### src/rtl/maxpool_2x2.sv
// maxpool_2x2: 2x2 stride-2 max pooling of a row-major FP16 pixel stream.
// Even rows are reduced pairwise into a half-width line buffer. Odd rows are
// reduced pairwise as well and then combined with the buffered even-row pair,
// so one pooled pixel is emitted for every 2x2 window.
// Optional build macro: MAXPOOL_BYPASS_EN adds the pool_bypass input, which
// forwards every input pixel straight to the output with a latency of 1.
module maxpool_2x2 #(
    parameter int BRAM_DATA_WIDTH = 16,
    parameter int MAX_ROW_WIDTH   = 416,
    parameter int COL_CNT_WIDTH   = 9
) (
    input  logic                       clk,
    input  logic                       rst_n,
    input  logic [COL_CNT_WIDTH-1:0]   row_width,
    input  logic                       frame_start,
`ifdef MAXPOOL_BYPASS_EN
    input  logic                       pool_bypass,
`endif
    input  logic [BRAM_DATA_WIDTH-1:0] pixel_data_in,
    input  logic                       pixel_data_valid_in,
    output logic [BRAM_DATA_WIDTH-1:0] pool_data_out,
    output logic                       pool_data_valid_out
);

    // One line-buffer entry per horizontal pixel pair of an even row.
    localparam int LINE_DEPTH = MAX_ROW_WIDTH / 2;
    localparam int ADDR_WIDTH = (LINE_DEPTH > 1) ? $clog2(LINE_DEPTH) : 1;
    localparam int SIGN_BIT   = BRAM_DATA_WIDTH - 1;

    // A/B name the first/second pixel of a horizontal pair, EVEN/ODD the row parity.
    typedef enum logic [1:0] {
        EVEN_A = 2'd0,
        EVEN_B = 2'd1,
        ODD_A  = 2'd2,
        ODD_B  = 2'd3
    } pool_state_t;

    pool_state_t                 state;
    pool_state_t                 next_state;
    pool_state_t                 eff_state;
    logic [COL_CNT_WIDTH-1:0]    col_cnt;
    logic [COL_CNT_WIDTH-1:0]    next_col;
    logic [COL_CNT_WIDTH-1:0]    eff_col;
    logic [COL_CNT_WIDTH-1:0]    last_col;
    logic                        end_row;
    logic                        armed;
    logic                        next_armed;
    logic                        bypass_on;
    logic                        accept;
    logic                        start;
    logic                        load_pair;
    logic                        lb_wr_en;
    logic                        lb_rd_en;
    logic                        emit;
    logic [ADDR_WIDTH-1:0]       lb_addr;
    logic [BRAM_DATA_WIDTH-1:0]  pair_r;
    logic [BRAM_DATA_WIDTH-1:0]  pair_max;
    logic [BRAM_DATA_WIDTH-1:0]  window_max;
    logic [BRAM_DATA_WIDTH-1:0]  lb_rd_data;
    logic [BRAM_DATA_WIDTH-1:0]  line_mem [LINE_DEPTH];

    // Half-precision maximum using only integer compares on the bit pattern.
    // A positive operand always wins over a negative one (so +0 beats -0);
    // with equal signs the larger magnitude wins for positives and the
    // smaller magnitude wins for negatives. NaN/Inf follow the same rule.
    function automatic logic [BRAM_DATA_WIDTH-1:0] fp16_max(
        input logic [BRAM_DATA_WIDTH-1:0] a,
        input logic [BRAM_DATA_WIDTH-1:0] b
    );
        logic [BRAM_DATA_WIDTH-1:0] res;
        if (a[SIGN_BIT] != b[SIGN_BIT]) begin
            res = a[SIGN_BIT] ? b : a;
        end else if (!a[SIGN_BIT]) begin
            res = (a[SIGN_BIT-1:0] >= b[SIGN_BIT-1:0]) ? a : b;
        end else begin
            res = (a[SIGN_BIT-1:0] <= b[SIGN_BIT-1:0]) ? a : b;
        end
        return res;
    endfunction

`ifdef MAXPOOL_BYPASS_EN
    assign bypass_on = pool_bypass;
`else
    assign bypass_on = 1'b0;
`endif

    // A frame_start pixel restarts the window walk before it is consumed,
    // so the FSM works from these "effective" position values.
    assign accept    = pixel_data_valid_in && !bypass_on;
    assign start     = accept && frame_start;
    assign eff_state = start ? EVEN_A : state;
    assign eff_col   = start ? '0 : col_cnt;
    assign last_col  = row_width - COL_CNT_WIDTH'(1);
    assign end_row   = (eff_col == last_col);
    assign lb_addr   = eff_col[ADDR_WIDTH:1];

    // Horizontal pair maximum feeds the line buffer; the odd-row pair is
    // further combined with the buffered even-row pair to close the window.
    assign pair_max   = fp16_max(pair_r, pixel_data_in);
    assign window_max = fp16_max(lb_rd_data, pair_max);

    // Next-state and datapath control decode for each accepted pixel.
    always_comb begin
        next_state = state;
        next_col   = col_cnt;
        next_armed = armed || start;
        load_pair  = 1'b0;
        lb_wr_en   = 1'b0;
        lb_rd_en   = 1'b0;
        emit       = 1'b0;

        // Pixels arriving after reset but before any frame_start are ignored.
        if (accept && (armed || start)) begin
            next_col = end_row ? '0 : eff_col + COL_CNT_WIDTH'(1);
            case (eff_state)
                EVEN_A: begin
                    // A trailing pixel of an odd-width row is dropped here.
                    load_pair  = !end_row;
                    next_state = end_row ? ODD_A : EVEN_B;
                end
                EVEN_B: begin
                    lb_wr_en   = 1'b1;
                    next_state = end_row ? ODD_A : EVEN_A;
                end
                ODD_A: begin
                    // Issue the line-buffer read now so it is ready in ODD_B.
                    load_pair  = !end_row;
                    lb_rd_en   = !end_row;
                    next_state = end_row ? EVEN_A : ODD_B;
                end
                ODD_B: begin
                    emit       = 1'b1;
                    next_state = end_row ? EVEN_A : ODD_A;
                end
                default: begin
                    next_state = EVEN_A;
                end
            endcase
        end
    end

    // FSM state, column counter, frame-armed flag and pending pair register.
    always_ff @(posedge clk or negedge rst_n) begin
        if (!rst_n) begin
            state   <= EVEN_A;
            col_cnt <= '0;
            armed   <= 1'b0;
            pair_r  <= '0;
        end else begin
            state   <= next_state;
            col_cnt <= next_col;
            armed   <= next_armed;
            if (load_pair) begin
                pair_r <= pixel_data_in;
            end
        end
    end

    // Line buffer: synchronous write of even-row pairs, synchronous read for odd rows.
    always_ff @(posedge clk) begin
        if (lb_wr_en) begin
            line_mem[lb_addr] <= pair_max;
        end
        if (lb_rd_en) begin
            lb_rd_data <= line_mem[lb_addr];
        end
    end

    // Registered output: one-cycle valid pulse per pooled (or bypassed) pixel.
    always_ff @(posedge clk or negedge rst_n) begin
        if (!rst_n) begin
            pool_data_out       <= '0;
            pool_data_valid_out <= 1'b0;
        end else begin
            pool_data_valid_out <= 1'b0;
            if (bypass_on && pixel_data_valid_in) begin
                pool_data_out       <= pixel_data_in;
                pool_data_valid_out <= 1'b1;
            end else if (emit) begin
                pool_data_out       <= window_max;
                pool_data_valid_out <= 1'b1;
            end
        end
    end

endmodule

### config.mk
export PLATFORM = sky130hd
export DESIGN_NAME = maxpool_2x2
export DESIGN_NICKNAME = d
export VERILOG_FILES = /design/src/rtl/maxpool_2x2.sv
export SDC_FILE = /design/constraint.sdc
export NUM_CORES = 2
export LEC_CHECK = 0
export CORE_AREA = 5 5 505 607
export CTS_CLUSTER_DIAMETER = 60
export DETAILED_ROUTE_END_ITERATION = 6
export DIE_AREA = 0 0 510 612
export PLACE_DENSITY = 0.57
export RECOVER_POWER = 100
export REMOVE_ABC_BUFFERS = 1
export SLEW_MARGIN = 20
export SYNTH_ARGS = -nofsm -noshare
export SYNTH_HDL_FRONTEND = slang
export SYNTH_SLANG_ARGS = --single-unit
export TNS_END_PERCENT = 5
### constraint.sdc
create_clock -name clk -period 11 [get_ports clk]
set_input_delay 2.75 -clock clk [delete_from_list [all_inputs] [get_ports clk]]
set_output_delay 2.75 -clock clk [all_outputs]
set_load 0.05 [all_outputs]
# After elaboration in Yosys (flattened, before gate mapping)
# Memory sizes are Yosys's and may differ from the RTL's. A register that Yosys moved wholly into a read port is not among the register bits.
# Index checks and enable logic that the tools add are counted.
[totals]
register_bits = 45
ram_bits = 3328
inputBits = 29
output_inout_bits = 17
mem_count = 1
[memory_table]
columns = ["memory", "depth", "width", "read_ports", "rd_ports_with_merged_regs", "wr", "line", "rtl"]
rows = [
  ["line_mem", 208, 16, 1, 1, 1, "60", "logic [BRAM_DATA_WIDTH-1:0] line_mem [LINE_DEPTH];"],
]
[classes]
n_addsub = 2
order_cmp = 4
n_eq_ne = 6
n_mux = 29
n_reduce_logical = 6
[op_table]
columns = ["cell", "n"]
rows = [
  ["2-to-1 mux 16 bit", 10],
  ["greater-or-equal comparator 15 bit", 2],
  ["<= comparator 15 bit", 2],
  ["2-to-1 mux 9 bit", 2],
  ["2-to-1 mux 1 bit", 11],
  ["2-to-1 mux 2 bit", 5],
  ["adder 9 x 1 -> 9 bit, second input constant", 1],
  ["equality test 9 bit", 1],
  ["subtractor 9 x 1 -> 9 bit, second input constant", 1],
  ["one-hot mux 2 bit (4 select lines)", 1],
  ["equality test 2 bit, second input constant", 2],
  ["equality test 2 x 1 -> 1 bit, second input constant", 1],
  ["logical AND 1 bit", 2],
  ["logical NOT 2 bit", 1],
  ["!= test 1 bit", 2],
  ["OR reduction 2 bit", 1],
  ["logical NOT 1 bit", 1],
  ["logical OR 1 bit", 1],
]

# Logic depth before layout (Yosys ltp)
[depth]
depth_word = 8
mapped_depth = 23
mapped_depth_nobuf = 19

# Worst setup path after synthesis
# OpenSTA, ideal clock, no wires.
[synth_timing]
path_type = "input to register"
startpoint = "input pixel_data_in[12]"
endpoint = "register pool_data_out[0]"
setup_ns = 0.077
t_arrival_ns = 12.667
required_time_ns = 10.923
path_slack_ns = -1.744
path_stages = 22
path_cell_list = "inv_1 -> ha_1 -> a21o_1 -> a21o_1 -> a221oi_1 -> a21boi_0 -> o21a_1 -> clkbuf_1 -> clkbuf_1 -> a22oi_1 -> inv_1 -> ha_1 -> nor2b_1 -> o21a_1 -> o211ai_1 -> a21oi_1 -> nor2_1 -> o211a_1 -> clkbuf_1 -> clkbuf_1 -> a21oi_1 -> a21oi_1"
[synth_via]
elab_chain_len = 8
word_cells_on_any_way = 15
classes_between = "order compare (4); eq/ne (1); mux (10)"
[synth_lines]
columns = ["item", "line", "rtl"]
rows = [
  ["start: declaration", "19", "input logic [BRAM_DATA_WIDTH-1:0] pixel_data_in,"],
  ["greater-or-equal comparator 15 bit or <= comparator 15 bit (tied branches)", "74, 76", ""],
  ["2-to-1 mux 16 bit (on tied branches)", "74, 76", ""],
  ["2-to-1 mux 16 bit *", "73", "end else if (!a[SIGN_BIT]) begin"],
  ["2-to-1 mux 16 bit *", "71", "if (a[SIGN_BIT] != b[SIGN_BIT]) begin"],
  ["named net pair_max[1]", "57", "logic [BRAM_DATA_WIDTH-1:0] pair_max;"],
  ["greater-or-equal comparator 15 bit or <= comparator 15 bit (tied branches)", "74, 76", ""],
  ["2-to-1 mux 16 bit (on tied branches)", "74, 76", ""],
  ["2-to-1 mux 16 bit *", "73", ""],
  ["2-to-1 mux 16 bit *", "71", ""],
  ["end signal: assignment", "177", "pool_data_out <= pixel_data_in;"],
  ["end signal: assignment", "180", "pool_data_out <= window_max;"],
  ["end: declaration", "21", "output logic [BRAM_DATA_WIDTH-1:0] pool_data_out,"],
]
# Mark *: on every way through the listed nets, which the timed path passes. The rest lies on a longest branch.
# A chain may end at the register's enable or synchronous reset.

# Worst setup path after layout
[layout_timing]
startpoint = "input pixel_data_valid_in"
endpoint = "register lb_rd_data[8] (read register of line_mem) (data pin)"
[layout_via]
elab_chain_len = 6
word_cells_on_any_way = 10
classes_between = "eq/ne (2); mux (4); reduce/logical (4)"
[layout_lines]
columns = ["item", "line", "rtl"]
rows = [
  ["start: declaration", "20", "input logic pixel_data_valid_in,"],
  ["logical AND 1 bit", "90", "assign start = accept && frame_start;"],
  ["2-to-1 mux 9 bit", "92", "assign eff_col = start ? '0 : col_cnt;"],
  ["equality test 9 bit", "94", "assign end_row = (eff_col == last_col);"],
  ["logical NOT 1 bit", "128", "lb_rd_en = !end_row;"],
  ["2-to-1 mux 1 bit", "115", "case (eff_state)"],
  ["2-to-1 mux 1 bit", "113", "if (accept && (armed || start)) begin"],
  ["end: declaration", "59", "logic [BRAM_DATA_WIDTH-1:0] lb_rd_data;"],
]
# Several ways; a longest one is shown, not always the timed one.

==> impl_metrics.csv <==
group,metric,value,unit
run_status,status,"complete, but fails checks",
run_status,violations,"design-rule violations, max-capacitance violations, max-slew violations",
worst_setup_path,endpoint_kind,"register",
routing,vias_per_cell,6.26,
sta,hold_viol_final,0,
worst_setup_path,timing.rr.start,"pair_r[15]",
synthesis,synthTopCellsByArea,"edfxtp_1 (80%), a222oi_1 (6.6%), a21oi_1 (3.5%), nand2_1 (2.7%), clkbuf_1 (1.1%)",
cts,cts.sink_count,3389,
floorplanning,die_area,0.312,mm²
grt,grt_pass1_wl,541000,µm
worst_setup_path,crit_family,"buffers and inverters",
min_path,min_path_type,"register to register",
worst_setup_path,cp-start-kind,"input port",
floorplanning,rows,221,
synthesis,async_flop_share,0.0133,
sta,fin_setup_tns,0,ns
placement,numPortBuffers,45,
placement,place.detailed.hpwl,217000,µm
synthesis,synth_area_per_cell,16.8,µm²
layout,final_cell_mix,"edfxtp_1 (3344), nand2_1 (895), a21oi_1 (887), a222oi_1 (826), clkbuf_16 (342)",
cts,cts_setup_buffers,0,
worst_setup_path,critPathBufInv,4,
pwr,p_leak,0.0427,µW
worst_setup_path,crit_start,"pixel_data_valid_in",
grt,antenna_found_initial,14,
sta,setup_violations,0,
sta,timing.fmax,0.105,GHz
synthesis,yosysUniqueCellTypes,69,
layout,layout.nets,7721,
min_path,min_from,"armed",
grt,grt_max_degree,209,
floorplanning,die_y,612,µm
synthesis,synth_top_area_frac,0.801,
floorplanning,core,0.300,mm²
cts,post_cts_resized,0,
placement,place_ws,2.19,ns
routing,drt_wl_total,382000,µm
synthesis,netlist_area,0.125,mm²
pwr,power_density,259,mW/mm²
synthesis,ys_warn_count,0,
worst_setup_path,slowest_stage,"clkbuf_1",
worst_setup_path,critPathKind,"input port to register",
sta,fin_skew,0.0628,ns
floorplanning,start_util,0.417,
routing,drt-initial-drc-count,12400,
cts,root_buffer,"clkbuf_16",
layout,layout.cells.non_filler,11900,
sta,finalCriticalPeriod,9.53,ns
synthesis,netlist_instances,7448,
cts,clk_latency,0.90,ns
synthesis,synth_top_area_cell,"edfxtp_1",
layout,drive_gt1_frac,0.0891,
routing,drc,115,
floorplanning,die_width,510,µm
worst_setup_path,worstPathArrival,10.11,ns
cts,htreeDepth,5,
layout,synthToLayoutAreaGrowth,13.0,%
grt,grt_pass1_vias,71900,
layout,final_common_cell,"edfxtp_1",
floorplanning,io_pins,46,
sta,rsz0062_at_grt,"no",
grt,grt_overflow,0,
sta,final.period_utilization,0.866,
worst_setup_path,critical-path-max-stage-delay,1.29,ns
placement,dp_cells,11300,
routing,first_pass_iters,7,
synthesis,synth_seq_area_share,0.810,
run,drv_cap,91,
worst_setup_path,worstPathMaxFanout,97,
cts,cts_buffers,331,
routing,wire_per_inst,32.1,µm
layout,final_util,0.472,
synthesis,ys_ff_latch,3389,
sta,tightest_slew,4.67,ns
synthesis,synth_edf_count,3344,
sta,slew_headroom,-2.12,
cts,cts_hold_repair.buffers,0,
sta,final.setup.worst_slack,1.47,ns
sta,slew_violations,2403,
cts,cts_tree,"yes",
worst_setup_path,required,11.59,ns
routing,dr_total_vias,74700,
placement,place.gp.congestion,0.864,
worst_setup_path,path_cells,"dlygate4sd3_1 -> nand2_1 -> clkbuf_1 -> o21ai_4 -> buf_12 -> clkbuf_1 -> a222oi_1 -> a21oi_1 -> nor4_1 -> o22ai_1 -> a2111oi_0 -> nand2_1",
routing,antenna_left,0,
synthesis,synth_ff_type,"edfxtp_1",
layout,n_fill_cell,25500,
grt,grt_usage,0.238,
cts,cts_max_path_buffers,4,
pwr,ir_worst_vdd,0.238,mV
cts,clkTransAtPathRegs,0.06,ns
[routing by layer]
layer  share of wire  GRT usage
met2            0.48      0.382
met5         0.00047          0
met4           0.046     0.0955
met3            0.10     0.0490
met1            0.37      0.319
[Yosys cell counts (11+ instances only)]
| cell | n |
|---|---|
| edfxtp_1 | 3344 |
| nand2_1 | 894 |
| a21oi_1 | 887 |
| a222oi_1 | 826 |
| clkbuf_1 | 354 |
| nor2_1 | 258 |
| nor4_1 | 195 |
| buf_1 | 100 |
| o22ai_1 | 86 |
| buf_2 | 85 |
| dfrtp_1 | 45 |
| inv_1 | 37 |
| ha_1 | 34 |
| o21ai_0 | 31 |
| mux2_2 | 21 |
| nand3_1 | 20 |
| o41ai_1 | 19 |
| a21boi_0 | 16 |
| a22oi_1 | 15 |
| a221o_1 | 14 |
| nand4_1 | 14 |
| nor2b_1 | 11 |
[per-stage QoR]
stage	hold WS [ns]	total power (µW)	instance area, µm²
after floorplan	0.461	23000	123000
after global placement	0.479	25900	132000
after detailed placement	0.484	26000	133000
after CTS	0.501	36800	143000
after global routing	0.523	37900	142000
final	0.514	36800	142000
[path summary, 6_finish.rpt]
kind	end	slack, ns	cells past startpoint
worst max-delay path	lb_rd_data[8]	1.47	12
min in group asynchronous	pair_r[9]	3.11	2
max in group asynchronous	col_cnt[4]	5.94	2
worst min-delay path	armed	0.51	1
worst max register to register	line_mem[148][15]	3.86	4
worst min register to register	armed	0.51	1
[where the power goes]
part | internal, µW | switching [µW] | total, µW
Sequential | 16300 | 73.6 | 16400
Combinational | 2100 | 7370 | 9470
Clock | 6160 | 4740 | 10900
[state kept, by name, summed over array words and instances, names as in the netlist]
signal	flops
col_cnt	9
line_mem	3328
pair_r	16
state	2
armed	1
pool_data_out	16
pool_data_valid_out	1
lb_rd_data	16
[cells by family after synthesis]
| group | synth area share |
|---|---|
| AO/OA/AOI/OAI | 0.115 |
| flip-flops | 0.810 |
| multiplexers | 0.00292 |
| AND/OR/NAND/NOR | 0.0490 |
| adder cells (fa/ha/maj) | 0.00339 |
| XOR/XNOR | 0.000838 |
| buffers and inverters | 0.0185 |
[layout make-up]
class	instances	area, µm²	share of cell area
sequential	3389	102000	0.717
multi-input combinational	3477	21900	0.154
clock buffer	404	8800	0.0621
tap	4014	5020	0.0354
timing repair buffer	421	2870	0.0202
clock inverter	174	1420	0.0100
inverter	38	144	0.00102
antenna	12	30.0	0.000212
Note: power is estimated with default switching activity, not from simulation.
